File: config.mk
export PLATFORM = sky130hd
export DESIGN_NAME = shift_reg_sp
export DESIGN_NICKNAME = d
export VERILOG_FILES = /design/src/rtl/shift_reg_sp.sv
export SDC_FILE = /design/constraint.sdc
export NUM_CORES = 1
export LEC_CHECK = 0
export CORE_MARGIN = 2
export CORE_UTILIZATION = 36
export DETAILED_ROUTE_END_ITERATION = 8
export GPL_TIMING_DRIVEN = 0
export HOLD_SLACK_MARGIN = 0.05
export PLACE_DENSITY = 0.72
export SLEW_MARGIN = 15
export SYNTH_ARGS = -nofsm -noshare
export SYNTH_HDL_FRONTEND = slang
export SYNTH_SLANG_ARGS = --single-unit
export TNS_END_PERCENT = 5
File: constraint.sdc
create_clock -name clk_i -period 1.2 [get_ports clk_i]
set_input_delay 0.24 -clock clk_i [delete_from_list [all_inputs] [get_ports clk_i]]
set_output_delay 0.24 -clock clk_i [all_outputs]
set_load 0.1 [all_outputs]
File: src/rtl/shift_reg_sp.sv
// rtl/shift_reg_sp.sv - bidirectional serial/parallel shift unit with load handshake, bit counter and done pulse
module shift_reg_sp #(
  parameter int WIDTH     = 8,
  parameter bit LSB_FIRST = 1'b1,
  parameter int CW        = $clog2(WIDTH + 1)
) (
  input  logic             clk_i,
  input  logic             rst_i,
  input  logic             load_i,
  input  logic [WIDTH-1:0] data_i,
  output logic             ready_o,
  input  logic             enable_i,
  input  logic             serial_i,
  output logic             serial_o,
  output logic             serial_valid_o,
  output logic [WIDTH-1:0] data_o,
  output logic [CW-1:0]    count_o,
  output logic             busy_o,
  output logic             done_o
);

  typedef enum logic [1:0] {
    ST_IDLE  = 2'd0,
    ST_SHIFT = 2'd1,
    ST_DONE  = 2'd2
  } state_e;

  state_e           state_q, state_d;
  logic [WIDTH-1:0] shreg_q, shreg_d;
  logic             serial_q, serial_d;
  logic             serial_valid_q, serial_valid_d;
  logic [CW-1:0]    count_q, count_d;

  // Next-state logic: accept a load when idle, move one bit per enabled cycle, pulse done for one cycle
  always_comb begin
    state_d        = state_q;
    shreg_d        = shreg_q;
    serial_d       = serial_q;
    serial_valid_d = 1'b0;
    count_d        = count_q;
    case (state_q)
      ST_IDLE: begin
        // a load in the same cycle as enable wins; the enable is simply dropped
        if (load_i) begin
          shreg_d = data_i;
          count_d = '0;
          state_d = ST_SHIFT;
        end
      end
      ST_SHIFT: begin
        if (enable_i) begin
          if (LSB_FIRST) begin
            serial_d = shreg_q[0];
            shreg_d  = {serial_i, shreg_q[WIDTH-1:1]};
          end else begin
            serial_d = shreg_q[WIDTH-1];
            shreg_d  = {shreg_q[WIDTH-2:0], serial_i};
          end
          serial_valid_d = 1'b1;
          count_d        = count_q + CW'(1);
          if (count_q == CW'(WIDTH - 1)) begin
            state_d = ST_DONE;
          end
        end
      end
      ST_DONE: begin
        // register now holds the captured result; count stays at WIDTH until the next load
        state_d = ST_IDLE;
      end
      default: begin
        state_d = ST_IDLE;
      end
    endcase
  end

  // State registers with synchronous reset; reset mid-transfer aborts without a done pulse
  always_ff @(posedge clk_i) begin
    if (rst_i) begin
      state_q        <= ST_IDLE;
      shreg_q        <= '0;
      serial_q       <= 1'b0;
      serial_valid_q <= 1'b0;
      count_q        <= '0;
    end else begin
      state_q        <= state_d;
      shreg_q        <= shreg_d;
      serial_q       <= serial_d;
      serial_valid_q <= serial_valid_d;
      count_q        <= count_d;
    end
  end

  // Status outputs are pure decodes of the registered state
  always_comb begin
    ready_o        = (state_q == ST_IDLE);
    busy_o         = (state_q == ST_SHIFT);
    done_o         = (state_q == ST_DONE);
    serial_o       = serial_q;
    serial_valid_o = serial_valid_q;
    data_o         = shreg_q;
    count_o        = count_q;
  end

endmodule

# Word level (Yosys, flattened, before mapping)
# Cells that the tools add are included.
[totals] regBits=16 latchBits=0 ramBits=0 romBits=0 in_bits=13 elab_cells=30 memories=0
[op_classes] n_addsub=1 n_mul=0 div=0 magnitude_cmp=0 n_eq_ne=6 shift=0 muxes=11 bitwise_logic=1 reduce_logical=6
[ops] operator="2-to-1 mux 8 bit" count=2
[ops] operator="case mux 8 bit (2 select lines)" count=1
[ops] operator="2-to-1 mux 4 bit" count=2
[ops] operator="case mux 4 bit (2 select lines)" count=1
[ops] operator="2-to-1 mux 2 bit" count=3
[ops] operator="AND reduction 3 bit" count=2
[ops] operator="adder 4 x 1 -> 4 bit (second input constant)" count=1
[ops] operator="equality test 4 x 3 -> 1 bit (second input constant)" count=1
[ops] operator="inequality test 2 bit (second input constant)" count=2
[ops] operator="case mux 2 bit (2 select lines)" count=1
[ops] operator="equality test 2 x 1 -> 1 bit (second input constant)" count=1
[ops] operator="equality test 2 bit (second input constant)" count=1
[ops] operator="logical NOT 2 bit" count=1
[ops] operator="inequality test 2 x 1 -> 1 bit (second input constant)" count=1
[ops] operator="AND reduction 2 bit" count=1
[ops] operator="nonzero test 2 bit" count=1
[ops] operator="OR reduction 2 bit" count=1
[ops] operator="2-to-1 mux 1 bit" count=1
[ops] operator="NOT 1 bit" count=1

# Logic depth before layout (Yosys ltp)
[depth] depth_word=4 ltp_mapped=5 ltp_nobuf=4

# Worst setup path before layout
# OpenSTA, ideal clock, no wires.
[synth_timing] path_kind="register to register" from="reg state_q[0]" to="reg count_q[1], in the netlist count_o[1]" setup_time_ps=76 arrival_ps=2188 t_required_ps=1124 path_slack_ps=-1063 path_stages_with_launch=5 path_buffers=1 cell_sequence="dfxtp_1 > buf_6 > nor2b_1 > nand3_1 > a31oi_1"
[synth_between] elab_chain_len=3 elab_cells_between_ends=7 cone_classes="eq/ne (3); mux (1); reduce/logical (3)"
[synth_rtl] element="from (decl)" line="28" source="state_e state_q, state_d;"
[synth_rtl] element="from (signal assigned)" line="85" source="state_q <= state_d;"
[synth_rtl] element="equality test 2 x 1 -> 1 bit *"
[synth_rtl] element="named net busy_o" line="18" source="output logic busy_o,"
[synth_rtl] element="inequality test 2 bit (no source line) or nonzero test 2 bit (tied branches)"
[synth_rtl] element="AND reduction 3 bit (no source line)"
[synth_rtl] element="to (signal assigned)" line="89" source="count_q <= count_d;"
[synth_rtl] element="to (decl)" line="32" source="logic [CW-1:0] count_q, count_d;"
# The timed path passes the listed nets; every way through them passes the cells marked *.
# A chain may end at the register's enable or synchronous reset.

# Worst setup path in the final report
[layout_timing] from="reg state_q[0]" to="out busy_o"
[layout_between] elab_chain_len=1
[layout_rtl] element="equality test 2 x 1 -> 1 bit" line="96" source="busy_o = (state_q == ST_SHIFT);"
[layout_rtl] element="to (decl)" line="18"
# No other way between the ends.

==> run summary <==
outcome - complete, but fails checks
failing checks - negative setup slack
WL final - 1908 um
Bufs on Longest Clock Path - 2
Final Cycle Share - 1.118
Vias/cell - 5.066
CTS tree - yes
initial DRC count - 8
Die ar. - 0.002357 mm2
via count of the routed design - 689
asr flop ratio synth - 0
Total Nets Final - 125
HPWL after DPL - 1328 um
Root Driver - clkbuf_4
Mapped Avg Cell Area - 9.526 um2
drt wl/cell - 14.03 um
DRC viols - 0
worst hold path type - input pin to flip-flop
Worst-Skew Late Latency - 0.29 ns
Post-CTS Hold Buffers - 0
htree depth - 1
area grow syn2layout - 74.26%
Reg power frac - 0.422
Switching Share - 0.3855
Clk pwr share - 0.201
routability cong. - 0.7543
number of global-route vias before repair - 662
iteration count of the initial detailed-routing pass - 4
Clock Sinks - 16
skew final - 0.004006 ns
Synth area leaders - dfxtp_1, o221a_2, a21oi_1
grt total ovfl - 0
Cell variety after synth - 27
Post-synth top cells - dfxtp_1, a21oi_1, inv_1, o221a_2, nor2_1
PwrDens - 1153 mW/mm2
Synth area leader - dfxtp_1
Yosys top cell area share - 0.4483
Syn Nets - 89
cts bufs inserted - 3
register area share after synthesis - 0.4483
most instantiated library cell after synthesis - dfxtp_1
initial antenna violation count - 0
GRT Util Overall - 0.1708
Placeable Area - 0.001922 mm2
crit end category - output port
Cell Rows - 16
Net Switching - 0.5535 mW
relative slew slack - 0.7094
Final Power - 1.436 mW
Critical Path AT - 1.10 ns
antenna-violating nets left - 0
post-layout minimum cycle time - 1.341 ns
Worst VDD drop - 0.7094 mV
Die Width - 48.55 um
Cell Int Power - 0.8821 mW
Mapped Cells - 75
Netlist Area Pre-Place - 714.4 um2
fin util - 0.6478
critical path class - flip-flop to output port
Final Hold Vio Count - 0
fillers - 159
Initial Utilization - 0.3717
port bufs - 29
layout cells sized above 1 - 0.4771
CP peak stage delay - 0.41 ns
#FFs+latches synth - 16
critical path cell sequence - nor2b_4, buf_12
clk slew on worst S/H paths - 0.09 ns
Max-cap violations - 0
combinational share of power - 0.378
RSZ-0062 raised after global routing - true
fmax - 745.6 MHz
first-pass GRT wire length - 3091 um
CP max FO - 8
Most used DFF post-synth - dfxtp_1
final setup fails - 14
Setup WS post-layout - -0.1413 ns
CP startpoint kind - flip-flop
Slew @ Worst Pin - 0.4354 ns
Slew Viols, Final - 0
YS warnings - 0
pin count of the biggest net entering global routing - 11
Worst Path Required - 0.96 ns
diode count - 0
Die Ht - 48.55 um
Worst path slowest cell - dfxtp_4
number of synthesized flops with an enable pin - 0
Leak - 0.5216 nW
Boundary Pins - 30
[state kept, by name, summed over array words and instances, names as in the netlist]
signal and flops:
serial_valid_o 1, count_o 4, serial_o 1, data_o 8, state_q 2
[power by group through the flow]
stage,clock network [mW],logic [mW],registers (mW)
detailed placement,0,0.474,0.599
CTS,0.297,0.522,0.598
finish,0.288,0.542,0.605
global route,0.319,0.562,0.612
floorplan,0,0.135,0.807
global placement,0,0.470,0.597
[cells by family after synthesis]
| family | share of synthesized area |
|---|---|
| flops | 0.4483 |
| simple gates | 0.1664 |
| xor+xnor | 0.01226 |
| mux | 0.02802 |
| fa+ha+maj | 0.01751 |
| buf+inv | 0.08405 |
| compound gates | 0.2435 |
[metal layers]
metal / vias up / track usage / wire length [um]
met2: 17 / 0.3079 / 1007
met3: 3 / 0.02160 / 62
met1: 330 / 0.1981 / 802
li1: 339 / - / -
met4: 0 / 0.08571 / 35
met5: - / 0 / 0
[worst paths after layout]
| path | startpoint | end | slack [ns] | cells past startpoint |
|---|---|---|---|---|
| hold / removal | enable_i | count_o[1] | 0.43 | 3 |
| setup reg to reg | state_q[1] | data_o[7] | -0.14 | 4 |
| hold reg to reg | count_o[3] | count_o[3] | 0.50 | 2 |
| setup / recovery | state_q[0] | busy_o | -0.14 | 2 |
[per-stage QoR]
step                instance area, um2  hold WS, ns  cells  TNS, ns  setup slack, ns
global route                      1245       0.4461    136   -1.872          -0.1717
global placement                  1059       0.4697    131   -15.72          -0.8026
floorplan                        734.5       0.4138     75   -2.744          -0.2681
detailed placement                1059       0.4837    131   -16.19          -0.8177
finish                            1245       0.4295    136   -1.488          -0.1413
CTS                               1201       0.4292    136   -1.509          -0.1495
[repair_timing]
action,4_1_cts,5_1_grt
gates resized for setup,142,16
pin swaps,5,1
setup endpoints to repair,29,24
gates cloned,1,0
setup buffers,2,0
[worst max-delay path, delay by kind of cell, from the launching register on]
kind	cells	cell delay, ns
buffers and inverters	1	0.19
AND/OR/NAND/NOR	1	0.21
flip-flops	1	0.41
[cells in the final DEF (no fill, tap or decap), types with 3 or more instances in the layout]
cell / netlist / layout
clkbuf_4: 0 / 3
buf_6: 1 / 12
o221a_2: 8 / 4
o221a_4: 0 / 4
buf_12: 0 / 4
buf_8: 0 / 4
clkdlybuf4s50_1: 0 / 10
dfxtp_1: 16 / 7
dfxtp_2: 0 / 8
buf_4: 0 / 3
a21oi_1: 10 / 10
inv_1: 8 / 8
[layout make-up]
class | count | area, um2 | share of cell area
buffer | 4 | 38.79 | 0.03116
timing repair buffer | 32 | 381.6 | 0.3065
tap | 27 | 33.78 | 0.02714
multi-input combinational | 46 | 404.1 | 0.3246
inverter | 8 | 30.03 | 0.02412
sequential | 16 | 334.1 | 0.2683
clock buffer | 3 | 22.52 | 0.01809
No activity file was read; power rests on OpenSTA's default activity.
